## src/rtl/pcrel_ctrl_if.sv

```systemverilog
// Bus bundle between the PC-relative sequencing controller and its neighbours:
// issue from the scheduler, stage contents to the combinational PC-relative
// unit, the unit's resolved result, writeback, and redirect toward fetch.
interface pcrel_ctrl_if #(
    parameter int XLEN    = 32,
    parameter int EPOCH_W = 2
);
    // issue handshake
    logic                issue_valid;
    logic                issue_ready;
    logic [XLEN-1:0]     issue_pc;
    logic                issue_is_branch;
    logic [4:0]          issue_rd;
    logic                issue_pred_taken;
    logic [XLEN-1:0]     issue_pred_target;
    logic [EPOCH_W-1:0]  issue_epoch;
    // stage contents to the PC-relative unit
    logic [XLEN-1:0]     ex_pc;
    logic [4:0]          ex_rd;
    // resolved outcome from the PC-relative unit
    logic                res_br_valid;
    logic [XLEN-1:0]     res_br_target;
    logic [XLEN-1:0]     res_rd_val;
    // writeback handshake
    logic                wb_valid;
    logic                wb_ready;
    logic [4:0]          wb_rd;
    logic [XLEN-1:0]     wb_val;
    // redirect handshake to fetch
    logic                redirect_valid;
    logic                redirect_ready;
    logic [XLEN-1:0]     redirect_target;

    // controller side
    modport slave (
        input  issue_valid, issue_pc, issue_is_branch, issue_rd,
               issue_pred_taken, issue_pred_target, issue_epoch,
               res_br_valid, res_br_target, res_rd_val,
               wb_ready, redirect_ready,
        output issue_ready, ex_pc, ex_rd,
               wb_valid, wb_rd, wb_val,
               redirect_valid, redirect_target
    );

    // environment side (scheduler, unit, writeback, fetch)
    modport master (
        output issue_valid, issue_pc, issue_is_branch, issue_rd,
               issue_pred_taken, issue_pred_target, issue_epoch,
               res_br_valid, res_br_target, res_rd_val,
               wb_ready, redirect_ready,
        input  issue_ready, ex_pc, ex_rd,
               wb_valid, wb_rd, wb_val,
               redirect_valid, redirect_target
    );
endinterface

```

## src/rtl/pcrel_ctrl.sv

```systemverilog
// Sequencing controller for the PC-relative execution unit (AUIPC/JAL/branch).
// A one-entry stage register feeds the combinational unit; the resolved
// outcome is compared with the fetch prediction. A mispredict bumps the path
// epoch, pulses flush_out and holds a redirect until fetch accepts it.
// Entries tagged with an old epoch are silently discarded.
module pcrel_ctrl #(
    parameter int XLEN    = 32,
    parameter int EPOCH_W = 2,
    parameter int CNT_W   = 16
) (
    input  logic               clk,
    input  logic               rst,
    pcrel_ctrl_if.slave        bus,
    input  logic               flush,
    output logic               flush_out,
    output logic [EPOCH_W-1:0] cur_epoch,
    output logic [CNT_W-1:0]   br_count,
    output logic [CNT_W-1:0]   mispred_count
);

    typedef enum logic [0:0] {
        ST_RUN      = 1'b0,
        ST_REDIRECT = 1'b1
    } state_t;

    state_t             state_r;
    state_t             state_nxt_s;

    // stage register
    logic               s_valid_r;
    logic [XLEN-1:0]    s_pc_r;
    logic               s_is_branch_r;
    logic [4:0]         s_rd_r;
    logic               s_pred_taken_r;
    logic [XLEN-1:0]    s_pred_target_r;
    logic [EPOCH_W-1:0] s_epoch_r;

    logic [EPOCH_W-1:0] cur_epoch_r;
    logic               flush_out_r;
    logic [XLEN-1:0]    redirect_target_r;
    logic [CNT_W-1:0]   br_count_r;
    logic [CNT_W-1:0]   mispred_count_r;

    logic               run_s;
    logic               s_stale_s;
    logic               s_drop_s;
    logic               wb_valid_s;
    logic               s_fire_s;
    logic               issue_ready_s;
    logic               issue_acc_s;
    logic               taken_s;
    logic [XLEN-1:0]    actual_s;
    logic               mispred_s;

    // Handshake qualifiers and resolve of the entry currently in the stage.
    always_comb begin
        run_s         = (state_r == ST_RUN);
        s_stale_s     = s_valid_r && (s_epoch_r != cur_epoch_r);
        s_drop_s      = s_stale_s && run_s;
        wb_valid_s    = s_valid_r && !s_stale_s && run_s &&
                        !s_is_branch_r && (s_rd_r != 5'd0);
        s_fire_s      = s_valid_r && !s_stale_s && run_s &&
                        (bus.wb_ready || !wb_valid_s);
        issue_ready_s = run_s && (!s_valid_r || s_fire_s || s_drop_s);
        issue_acc_s   = bus.issue_valid && issue_ready_s;
        taken_s       = bus.res_br_valid;
        if (taken_s) begin
            actual_s = bus.res_br_target;
        end else begin
            actual_s = s_pc_r + XLEN'(4);
        end
        mispred_s     = s_fire_s &&
                        ((taken_s != s_pred_taken_r) ||
                         (taken_s && (bus.res_br_target != s_pred_target_r)));
    end

    // Next-state logic: external flush always returns to RUN.
    always_comb begin
        state_nxt_s = state_r;
        if (flush) begin
            state_nxt_s = ST_RUN;
        end else begin
            case (state_r)
                ST_RUN: begin
                    if (mispred_s) begin
                        state_nxt_s = ST_REDIRECT;
                    end else begin
                        state_nxt_s = ST_RUN;
                    end
                end
                ST_REDIRECT: begin
                    if (bus.redirect_ready) begin
                        state_nxt_s = ST_RUN;
                    end else begin
                        state_nxt_s = ST_REDIRECT;
                    end
                end
                default: state_nxt_s = ST_RUN;
            endcase
        end
    end

    // State register.
    always_ff @(posedge clk or negedge rst) begin
        if (!rst) begin
            state_r <= ST_RUN;
        end else begin
            state_r <= state_nxt_s;
        end
    end

    // Stage register: load on accept, clear when consumed or flushed.
    always_ff @(posedge clk or negedge rst) begin
        if (!rst) begin
            s_valid_r       <= 1'b0;
            s_pc_r          <= '0;
            s_is_branch_r   <= 1'b0;
            s_rd_r          <= 5'd0;
            s_pred_taken_r  <= 1'b0;
            s_pred_target_r <= '0;
            s_epoch_r       <= '0;
        end else if (flush) begin
            s_valid_r <= 1'b0;
        end else if (issue_acc_s) begin
            s_valid_r       <= 1'b1;
            s_pc_r          <= bus.issue_pc;
            s_is_branch_r   <= bus.issue_is_branch;
            s_rd_r          <= bus.issue_rd;
            s_pred_taken_r  <= bus.issue_pred_taken;
            s_pred_target_r <= bus.issue_pred_target;
            s_epoch_r       <= bus.issue_epoch;
        end else if (s_fire_s || s_drop_s) begin
            s_valid_r <= 1'b0;
        end else begin
            s_valid_r <= s_valid_r;
        end
    end

    // Epoch, flush pulse and redirect target bookkeeping.
    always_ff @(posedge clk or negedge rst) begin
        if (!rst) begin
            cur_epoch_r       <= '0;
            flush_out_r       <= 1'b0;
            redirect_target_r <= '0;
        end else if (flush) begin
            cur_epoch_r <= cur_epoch_r + EPOCH_W'(1);
            flush_out_r <= 1'b0;
        end else if (mispred_s) begin
            cur_epoch_r       <= cur_epoch_r + EPOCH_W'(1);
            flush_out_r       <= 1'b1;
            redirect_target_r <= actual_s;
        end else begin
            flush_out_r <= 1'b0;
        end
    end

    // Performance counters; a flush suppresses any update that cycle.
    always_ff @(posedge clk or negedge rst) begin
        if (!rst) begin
            br_count_r      <= '0;
            mispred_count_r <= '0;
        end else if (flush) begin
            br_count_r      <= br_count_r;
            mispred_count_r <= mispred_count_r;
        end else begin
            if (s_fire_s && (taken_s || s_is_branch_r)) begin
                br_count_r <= br_count_r + CNT_W'(1);
            end else begin
                br_count_r <= br_count_r;
            end
            if (mispred_s) begin
                mispred_count_r <= mispred_count_r + CNT_W'(1);
            end else begin
                mispred_count_r <= mispred_count_r;
            end
        end
    end

    assign bus.issue_ready     = issue_ready_s;
    assign bus.ex_pc           = s_pc_r;
    assign bus.ex_rd           = s_rd_r;
    assign bus.wb_valid        = wb_valid_s;
    assign bus.wb_rd           = s_rd_r;
    assign bus.wb_val          = bus.res_rd_val;
    assign bus.redirect_valid  = (state_r == ST_REDIRECT);
    assign bus.redirect_target = redirect_target_r;
    assign flush_out           = flush_out_r;
    assign cur_epoch           = cur_epoch_r;
    assign br_count            = br_count_r;
    assign mispred_count       = mispred_count_r;

endmodule
```

## src/flat_wrapper.sv

```systemverilog
// flat-port wrapper written by rule: the top's interface ports become plain ports
module pcrel_ctrl_flat 
#(
    parameter int XLEN    = 32,
    parameter int EPOCH_W = 2,
    parameter int CNT_W   = 16
)
  (clk, rst, flush, flush_out, cur_epoch, br_count, mispred_count, bus_issue_valid, bus_issue_pc, bus_issue_is_branch, bus_issue_rd, bus_issue_pred_taken, bus_issue_pred_target, bus_issue_epoch, bus_res_br_valid, bus_res_br_target, bus_res_rd_val, bus_wb_ready, bus_redirect_ready, bus_issue_ready, bus_ex_pc, bus_ex_rd, bus_wb_valid, bus_wb_rd, bus_wb_val, bus_redirect_valid, bus_redirect_target);
  pcrel_ctrl_if #(.XLEN(XLEN), .EPOCH_W(EPOCH_W)) bus_i ();
  input  logic clk;
  input  logic rst;
  input  logic flush;
  output logic flush_out;
  output logic [EPOCH_W-1:0] cur_epoch;
  output logic [CNT_W-1:0] br_count;
  output logic [CNT_W-1:0] mispred_count;
  input wire logic [$bits(bus_i.issue_valid)-1:0] bus_issue_valid;
  input wire logic [$bits(bus_i.issue_pc)-1:0] bus_issue_pc;
  input wire logic [$bits(bus_i.issue_is_branch)-1:0] bus_issue_is_branch;
  input wire logic [$bits(bus_i.issue_rd)-1:0] bus_issue_rd;
  input wire logic [$bits(bus_i.issue_pred_taken)-1:0] bus_issue_pred_taken;
  input wire logic [$bits(bus_i.issue_pred_target)-1:0] bus_issue_pred_target;
  input wire logic [$bits(bus_i.issue_epoch)-1:0] bus_issue_epoch;
  input wire logic [$bits(bus_i.res_br_valid)-1:0] bus_res_br_valid;
  input wire logic [$bits(bus_i.res_br_target)-1:0] bus_res_br_target;
  input wire logic [$bits(bus_i.res_rd_val)-1:0] bus_res_rd_val;
  input wire logic [$bits(bus_i.wb_ready)-1:0] bus_wb_ready;
  input wire logic [$bits(bus_i.redirect_ready)-1:0] bus_redirect_ready;
  output wire logic [$bits(bus_i.issue_ready)-1:0] bus_issue_ready;
  output wire logic [$bits(bus_i.ex_pc)-1:0] bus_ex_pc;
  output wire logic [$bits(bus_i.ex_rd)-1:0] bus_ex_rd;
  output wire logic [$bits(bus_i.wb_valid)-1:0] bus_wb_valid;
  output wire logic [$bits(bus_i.wb_rd)-1:0] bus_wb_rd;
  output wire logic [$bits(bus_i.wb_val)-1:0] bus_wb_val;
  output wire logic [$bits(bus_i.redirect_valid)-1:0] bus_redirect_valid;
  output wire logic [$bits(bus_i.redirect_target)-1:0] bus_redirect_target;
  assign bus_i.issue_valid = bus_issue_valid;
  assign bus_i.issue_pc = bus_issue_pc;
  assign bus_i.issue_is_branch = bus_issue_is_branch;
  assign bus_i.issue_rd = bus_issue_rd;
  assign bus_i.issue_pred_taken = bus_issue_pred_taken;
  assign bus_i.issue_pred_target = bus_issue_pred_target;
  assign bus_i.issue_epoch = bus_issue_epoch;
  assign bus_i.res_br_valid = bus_res_br_valid;
  assign bus_i.res_br_target = bus_res_br_target;
  assign bus_i.res_rd_val = bus_res_rd_val;
  assign bus_i.wb_ready = bus_wb_ready;
  assign bus_i.redirect_ready = bus_redirect_ready;
  assign bus_issue_ready = bus_i.issue_ready;
  assign bus_ex_pc = bus_i.ex_pc;
  assign bus_ex_rd = bus_i.ex_rd;
  assign bus_wb_valid = bus_i.wb_valid;
  assign bus_wb_rd = bus_i.wb_rd;
  assign bus_wb_val = bus_i.wb_val;
  assign bus_redirect_valid = bus_i.redirect_valid;
  assign bus_redirect_target = bus_i.redirect_target;
  pcrel_ctrl #(.XLEN(XLEN), .EPOCH_W(EPOCH_W), .CNT_W(CNT_W)) u_core (.clk(clk), .rst(rst), .bus(bus_i), .flush(flush), .flush_out(flush_out), .cur_epoch(cur_epoch), .br_count(br_count), .mispred_count(mispred_count));
endmodule
```

## config.mk

```make
export PLATFORM = sky130hd
export DESIGN_NAME = pcrel_ctrl_flat
export DESIGN_NICKNAME = d
export VERILOG_FILES = /design/src/rtl/pcrel_ctrl_if.sv /design/src/rtl/pcrel_ctrl.sv /design/src/flat_wrapper.sv
export SDC_FILE = /design/constraint.sdc
export NUM_CORES = 1
export LEC_CHECK = 0
export CAP_MARGIN = 0
export CORE_MARGIN = 4
export CORE_UTILIZATION = 64
export CTS_CLUSTER_SIZE = 40
export DETAILED_ROUTE_END_ITERATION = 10
export DONT_BUFFER_PORTS = 1
export GPL_TIMING_DRIVEN = 0
export PLACE_DENSITY = 0.81
export SLEW_MARGIN = 20
export SYNTH_ARGS = -nofsm -noshare
export SYNTH_HDL_FRONTEND = slang
export SYNTH_SLANG_ARGS = --single-unit
```

## constraint.sdc

```tcl
create_clock -name clk -period 2.6 [get_ports clk]
set_input_delay 0.52 -clock clk [delete_from_list [all_inputs] [get_ports clk]]
set_output_delay 0.52 -clock clk [all_outputs]
set_load 0.01 [all_outputs]
```

* Word level (Yosys, flattened, before mapping)
Cells that the tools add are included.
Cells by class: bitwise logic cells 2, reductions and logical operators 28, add/subtract/negate cells 4, multiplexer cells 11, eq/ne operators 3
Operator list (count):
- adder 16 x 1 -> 16 bit, second input constant | 2
- adder 32 x 3 -> 32 bit, second input constant | 1
- 2-to-1 mux 32 bit | 1
- != test 32 bit | 1
- logical AND 1 bit | 12
- 2-to-1 mux 1 bit | 7
- logical OR 1 bit | 6
- AND reduction 2 bit | 3
- nonzero test 5 bit | 1
- zero test 1 bit | 4
- 2-to-1 mux 2 bit | 2
- nonzero test 3 bit | 1
- adder 2 x 1 -> 2 bit, second input constant | 1
- != test 2 bit | 1
- inverter 1 bit | 2
- case mux 1 bit (2 select lines) | 1
- nonzero test 2 bit | 1
- != test 1 bit | 1
Word-level totals: logic and storage cells 61, flip-flop bits (word level) 142, input port bits 144

* Depth between registers and ports, before layout
Gate-level depths: netlist of the first run.
word-level depth 16, mapped depth 9, gate-level depth less buffers 7

* Least setup slack after synthesis of the first run
OpenSTA, ideal clock, no wires.
path kind register -> register, from register u_core.s_rd_r[1] (netlist: u_core.bus.ex_rd[1]), to register u_core.redirect_target_r[10] (netlist: u_core.bus.redirect_target[10]), stages on the path, launching flop included 7, path buffers 1, arrival time 2211 ps, slack 264 ps, library setup time 125 ps, data required time 2475 ps, clock period less this slack 2336 ps, cells stage by stage dfrtp_1 > nor3_1 > a211oi_1 > or4_4 > nor3_4 > buf_6 > mux2_2
Between the ends: longest elaborated chain between the ends 7
Ends and longest elaborated chain:
- from (decl) | RTL line pcrel_ctrl.sv:33 | logic [4:0] s_rd_r;
- from (signal assigned) | RTL line pcrel_ctrl.sv:128 | s_rd_r <= bus.issue_rd;
- nonzero test 5 bit | RTL line pcrel_ctrl.sv:61 | !s_is_branch_r && (s_rd_r != 5'd0);
- logical AND 1 bit | RTL line pcrel_ctrl.sv:61
- zero test 1 bit | RTL line pcrel_ctrl.sv:63 | (bus.wb_ready || !wb_valid_s);
- logical OR 1 bit | RTL line pcrel_ctrl.sv:63
- logical AND 1 bit | RTL line pcrel_ctrl.sv:62 | s_fire_s = s_valid_r && !s_stale_s && run_s &&
- logical AND 1 bit | RTL line pcrel_ctrl.sv:72 | mispred_s = s_fire_s &&
- AND reduction 2 bit (no source line)
- to (signal assigned) | RTL line pcrel_ctrl.sv:151 | redirect_target_r <= actual_s;
- to (decl) | RTL line pcrel_ctrl.sv:40 | logic [XLEN-1:0] redirect_target_r;
Every way passes these cells. A chain may end at the register's enable or synchronous reset.

* Worst setup path after layout of the first run
from register u_core.cur_epoch_r[0] (netlist: u_core.cur_epoch[0]), to output bus_wb_valid
Between the ends: longest elaborated chain between the ends 7
Ends and longest elaborated chain:
- from (decl) | RTL line pcrel_ctrl.sv:38 | logic [EPOCH_W-1:0] cur_epoch_r;
- from (signal assigned) | RTL line pcrel_ctrl.sv:146 | cur_epoch_r <= cur_epoch_r + EPOCH_W'(1);
- from (signal assigned) | RTL line pcrel_ctrl.sv:149 | cur_epoch_r <= cur_epoch_r + EPOCH_W'(1);
- != test 2 bit | RTL line pcrel_ctrl.sv:58 | s_stale_s = s_valid_r && (s_epoch_r != cur_epoch_r);
- logical AND 1 bit | RTL line pcrel_ctrl.sv:58
- zero test 1 bit | RTL line pcrel_ctrl.sv:60 | wb_valid_s = s_valid_r && !s_stale_s && run_s &&
- logical AND 1 bit (3 in series) | RTL line pcrel_ctrl.sv:60
- logical AND 1 bit | RTL line pcrel_ctrl.sv:61
- to (decl) | RTL line flat_wrapper.sv:32 | output wire logic [$bits(bus_i.wb_valid)-1:0] bus_wb_valid;
Every way passes these cells.

==> metrics.txt, run 1 <==
status=finished, violations left; failing checks=hold timing; vias=4942; clock latency at the later pin of the worst-skew pair=0.53 ns; sequential share of power=50.6%; maximum clock insertion buffer count=2; Worst-Margin Slew=0.662 ns; largest net degree at the start of global routing=143; Setup Viol. Count Final=0; worst clock skew=0.00929 ns; Initial Util=65.8%; multi-input logic area=0.00323 mm^2; initial antenna violation count=1; layout cells sized above 1=31.8%; I/O pin count=288; Worst VDD drop=580 uV; Post-Route Setup TNS=0 ns; Placement Setup Slack=-0.255 ns; Clk Tree Root Cell=clkbuf_8; critical path's slowest cell=a2111oi_2; P_int=4.82 mW; vias in the first global route=5236; post-synthesis sequential area ratio=49.6%; RSZ-0062 raised after global routing=true; Post-synth EDFFs=0; CTS tree=done; vias per cell=6.20; drt wl/cell=23.7 um; Nets=790; Inst Count DP=758; Mapped Cells=618; CORE AREA=0.0109 mm^2; Cell Chain, Critical Path=xnor2_1 -> nand3_1 -> a2111oi_2; port bufs=0; Pwr Density=870 mW/mm^2; max_cap viols=0; filler instances=746; Leak Pwr=3.50 nW; DR top layer=met4; fin crit share=98.7%; final wirelength=18900 um; Critical path buffers and inverters=0; WL met1=6810 um; Area growth, synth to finish=11.9%; critical path class=reg -> out; routability congestion estimate=0.861; switch share=30.9%; Die X-Extent=114 um; first-pass GRT wire length=28700 um; Clk pwr share=31.8%; CP required=2.08 ns; Max Slew Vio Count=0; yosys warns=0; total CTS buffers=17; Power, Total=6.98 mW; Async SR Flop Fraction=100%; CP top delay family=compound AO/OA/AOI/OAI gates; Reg area=0.00355 mm^2; gr usage total=29.1%; fin cells=797; hold slack=-0.313 ns; Worst-path clk slew=0.06 ns; post-layout min period=2.57 ns; drt pass-1 iters=5; combinational power share=17.6%; #FFs+latches synth=142; total grt overflow=0; min-delay worst type=in -> async; Mean Syn Cell Area=11.6 um^2; synthesized cell area=0.00717 mm^2; crit path launch type=flop; setup slack after layout=0.0349 ns; hpwl dp=14100 um; slew margin rel.=55.9%; Die Span Y=114 um; CP max FO=6; Synth Net Count=765; WL met2=9670 um; CTS sink cnt=142; num rows=38; count of cell types in the netlist=40; Critical Path Max Stage Delay=0.60 ns; Routed Antenna Nets=0; die area=0.0130 mm^2; DRT iter0 DRCs=434; H-tree depth=4; Worst Setup End Kind=output port; P_sw=2.16 mW; top_reg_cell synth=dfrtp_1; highest clock rate=0.390 GHz; DRC=0; Arrival @ worst endpoint=2.05 ns; Hold Vio Cnt, Final=142; metal3 WL=1950 um
==> layer usage <==
layer  up-vias  track usage (%)
met1      2471             32.9
met2       252             50.0
li1       2178                -
met4         0             10.5
met3        41             11.5
met5         -                0
==> path summary, 6_finish.rpt <==
path                            slack (ns)                              to  cells after the start                        from
worst max-delay path                  0.03                    bus_wb_valid                      3         u_core.cur_epoch[0]
worst min-delay path                 -0.31            u_core.bus.ex_pc[23]                      0                         rst
worst max register to register        0.10  u_core.bus.redirect_target[12]                      7         u_core.bus.ex_rd[1]
worst min register to register        0.52      u_core.s_pred_target_r[22]                      1  u_core.s_pred_target_r[22]
max in group asynchronous             2.55             u_core.bus.ex_rd[3]                      0                         rst
min in group clk                      0.13       u_core.s_pred_target_r[8]                      1    bus_issue_pred_target[8]
==> flip-flops by register name (all words and copies together), names as in the netlist <==
signal / count
u_core.bus.ex_pc: 32
u_core.bus.redirect_target: 32
u_core.s_pred_target_r: 32
u_core.br_count: 16
u_core.mispred_count: 16
u_core.bus.ex_rd: 5
u_core.cur_epoch: 2
u_core.s_epoch_r: 2
u_core.bus.redirect_valid: 1
u_core.flush_out: 1
u_core.s_is_branch_r: 1
u_core.s_pred_taken_r: 1
u_core.s_valid_r: 1
==> synthesized netlist by cell type (2+ instances only) <==
library cell	count	area share [%]
dfrtp_1	142	50
mux2_2	112	18
xnor2_1	49	6.0
nand2_1	43	2.3
xor2_1	39	4.8
buf_4	37	3.9
o21ai_0	29	2.0
nand4_1	28	2.4
nand3_1	20	1.4
nor2_1	14	0.73
clkbuf_1	13	0.68
nor4_1	13	1.1
and3_1	11	0.96
buf_2	11	0.77
inv_1	11	0.58
nor2b_1	6	0.52
nor3_1	6	0.42
and4_1	4	0.49
buf_6	3	0.47
ha_1	3	0.52
and2_1	2	0.17
nor4b_1	2	0.24
o21bai_1	2	0.21
o22ai_1	2	0.17
==> final cells by class <==
cell class | count | area share [%]
inverter | 11 | 0.515
tap | 140 | 2.18
antenna | 2 | 0.0624
multi-input combinational | 401 | 40.2
timing repair buffer | 6 | 0.718
sequential | 142 | 44.3
clock inverter | 7 | 0.780
buffer | 64 | 5.34
clock buffer | 24 | 5.87
==> timing repair <==
| item | CTS | global route |
|---|---|---|
| endpoints found under the setup margin | 105 | 111 |
| pin swaps | 1 | 2 |
| buffers inserted | 3 | 3 |
| gates resized for setup | 4 | 13 |
| hold endpoints to repair | 142 | 142 |
==> placed cells by master, fill, tap and decap left out, types with 14 or more instances in the layout <==
master,n
dfrtp_1,142
mux2_2,112
xnor2_1,49
nand2_1,43
buf_4,43
xor2_1,39
o21ai_0,29
nand4_1,28
nand3_1,20
clkbuf_1,17
clkbuf_16,16
nor2_1,14
==> kinds of logic after synthesis <==
family	count (synthesis)	share of synthesized area [%]
compound gates	40	3.18
xor+xnor	88	10.8
fa+ha+maj	3	0.524
buf+inv	75	6.37
flops	142	49.6
mux	113	17.7
simple gates	157	11.9
==> power by group through the flow <==
stage | Clock (mW) | Sequential, mW | Combinational (mW)
3_3_place_gp | 0 | 3.54 | 1.14
5_1_grt | 2.33 | 3.61 | 1.36
2_1_floorplan | 0 | 3.37 | 1.01
4_1_cts | 2.22 | 3.53 | 1.22
3_5_place_dp | 0 | 3.57 | 1.20
6_report | 2.22 | 3.53 | 1.23
==> stage by stage <==
stage                     util [%]  cell area, um^2
after detailed placement      67.5             7350
after global placement        67.4             7340
final                         73.6             8020
after global routing          73.6             8020
after CTS                     72.9             7940
after floorplan                  -             7170
No activity file was read; power rests on OpenSTA's default activity.
==> run 2, diff against run 1 <==
--- a/config.mk
+++ b/config.mk
@@ -7,12 +7,12 @@
 export LEC_CHECK = 0
 export CAP_MARGIN = 0
 export CORE_MARGIN = 4
-export CORE_UTILIZATION = 64
+export CORE_UTILIZATION = 58
 export CTS_CLUSTER_SIZE = 40
 export DETAILED_ROUTE_END_ITERATION = 10
 export DONT_BUFFER_PORTS = 1
 export GPL_TIMING_DRIVEN = 0
-export PLACE_DENSITY = 0.81
+export PLACE_DENSITY = 0.77
 export SLEW_MARGIN = 20
 export SYNTH_ARGS = -nofsm -noshare
 export SYNTH_HDL_FRONTEND = slang
==> constraint.sdc (replaced) <==
create_clock -name clk -period 2.1 [get_ports clk]
set_input_delay 0.42 -clock clk [delete_from_list [all_inputs] [get_ports clk]]
set_output_delay 0.42 -clock clk [all_outputs]
set_load 0.01 [all_outputs]
==> run 2 against run 1 <==
  * Final cell count grew 8.7%
  * Sequential share of layout area shrank 7.8 points
  * Core utilization grew 7.3 points
  * Wire length grew 24%
  * Flip-flop and latch count is the same
  * Clock power grew 54%
  * Hold slack gained 0.0062 ns
  * The flow finishes with violations (hold timing, setup timing)
  * Highest routed layer unchanged
  * Non-clock buffer count grew 42
  * Via count grew 7.1%
  * First-iteration DRC count shrank 14%
  * Power grew 48%
==> metrics.txt, run 2 (synthesis gave the netlist of run 1 again) <==
hold slack=-0.307 ns; Critical path buffers and inverters=2; RSZ-0062 raised after global routing=true; Worst-Margin Slew=1.01 ns; most common cell after layout, fill and taps aside=dfrtp_1; CP required=2.41 ns; multi-input logic area=0.00400 mm^2; Cell Chain, Critical Path=xnor2_2 -> nand3_4 -> or4_4 -> nor3_4 -> buf_12 -> clkbuf_16 -> mux2_2; slew margin rel.=33.0%; DRC=0; DRT iter0 DRCs=374; Worst VDD drop=729 uV; num rows=40; most frequent cells in the layout=130 x dfrtp_1, 104 x mux2_4, 51 x buf_4; H-tree depth=4; die area=0.0142 mm^2; Reg area=0.00357 mm^2; clock latency at the later pin of the worst-skew pair=0.42 ns; area post-placement=0.00740 mm^2; drt pass-1 iters=7; CTS tree=done; CTS sink cnt=142; Nets=832; Setup Viol. Count Final=136; maximum clock insertion buffer count=2; Arrival @ worst endpoint=2.69 ns; fin crit share=113%; Routed Antenna Nets=0; Post-Route Setup TNS=-20.47 ns; drt wl/cell=27.0 um; post-layout min period=2.38 ns; total CTS buffers=17; worst clock skew=0.00849 ns; Hold Vio Cnt, Final=142; port bufs=0; gr usage total=31.0%; status=finished, violations left; final wirelength=23400 um; filler instances=649; layout cells sized above 1=45.1%; Critical Path Max Stage Delay=0.55 ns; routability congestion estimate=0.841; Antenna Cells=0; critical path's slowest cell=or4_4; failing checks=hold timing, setup timing; Worst Setup End Kind=flop; hpwl dp=14500 um; setup slack after layout=-0.282 ns; vias in the first global route=5717; Worst-path clk slew=0.06 ns; largest net degree at the start of global routing=143; CP max FO=6; Initial Util=59.4%; post-route cell area=0.00976 mm^2; Die Span Y=119 um; Final Core Density=80.9%; Die X-Extent=119 um; Leak Pwr=4.33 nW; Max Slew Vio Count=0; critical path class=reg -> reg; crit path launch type=flop; Placement Setup Slack=-0.581 ns; Area growth, synth to finish=36.2%; highest clock rate=0.420 GHz; min-delay worst type=in -> async; total grt overflow=0; I/O pin count=288; Pwr Density=1050 mW/mm^2; initial antenna violation count=0; first-pass GRT wire length=33500 um; vias=5294; CP top delay family=simple AND/OR/NAND/NOR gates; CORE AREA=0.0121 mm^2; Clk Tree Root Cell=clkbuf_16; Power, Total=10.3 mW; max_cap viols=0; vias per cell=6.11
## run 2: cell types whose count changed in the layout (fill, tap and decap cells not counted), moves of 8 or more
cell and delta:
xnor2_1 -8, buf_4 +8, mux2_2 -104, nor4_4 +9, xnor2_2 +8, nor4_1 -10
dfrtp_2 +12, mux2_4 +104, buf_12 +17, buf_6 +14, dfrtp_1 -12
## run 2: cell type report
type / instances / share of cell area, %
tap: 168 / 2.15
clock inverter: 10 / 1.87
inverter: 11 / 0.449
clock buffer: 22 / 4.96
timing repair buffer: 51 / 7.59
multi-input combinational: 401 / 41.0
buffer: 61 / 5.44
sequential: 142 / 36.6
## run 2: worst paths after layout
| check | start | end | slack [ns] | cells past startpoint |
|---|---|---|---|---|
| worst max register to register | u_core.cur_epoch[0] | u_core.bus.redirect_target[28] | -0.28 | 7 |
| worst min register to register | u_core.s_pred_target_r[22] | u_core.s_pred_target_r[22] | 0.53 | 1 |
| min in group clk | bus_issue_pc[9] | u_core.bus.ex_pc[9] | 0.14 | 1 |
| worst min-delay path | rst | u_core.bus.ex_pc[30] | -0.31 | 0 |
| max in group asynchronous | rst | u_core.bus.ex_rd[1] | 2.19 | 0 |
| worst max-delay path | u_core.cur_epoch[0] | u_core.bus.redirect_target[28] | -0.28 | 7 |
## run 2: through the flow
step                hold WS (ns)  cells
floorplan                  0.124    618
global placement           0.128    786
detailed placement         0.128    786
CTS                       -0.317    855
global route              -0.332    866
finish                    -0.307    866
## run 2: where the power goes
group          total [mW]  leakage, nW  switching, mW  internal [mW]
Combinational        2.41         2.26          0.872           1.54
Clock                3.41        0.318           1.17           2.23
Sequential           4.48         1.75           1.06           3.42
## run 2: layer usage
| metal | global-route usage [%] | up-vias | part of all wire [%] |
|---|---|---|---|
| li1 | - | 2265 | - |
| met1 | 34.1 | 2669 | 35 |
| met2 | 54.0 | 294 | 52 |
| met3 | 12.3 | 66 | 9.5 |
| met4 | 11.7 | 0 | 3.0 |
| met5 | 0 | - | 0 |
## run 2: what timing repair did
item | CTS | global route
cloned | 7 | 5
endpoints found under the hold margin | 142 | 142
resized for setup | 187 | 92
pin swaps | 18 | 31
buffers inserted | 32 | 13
setup endpoints to repair | 138 | 137
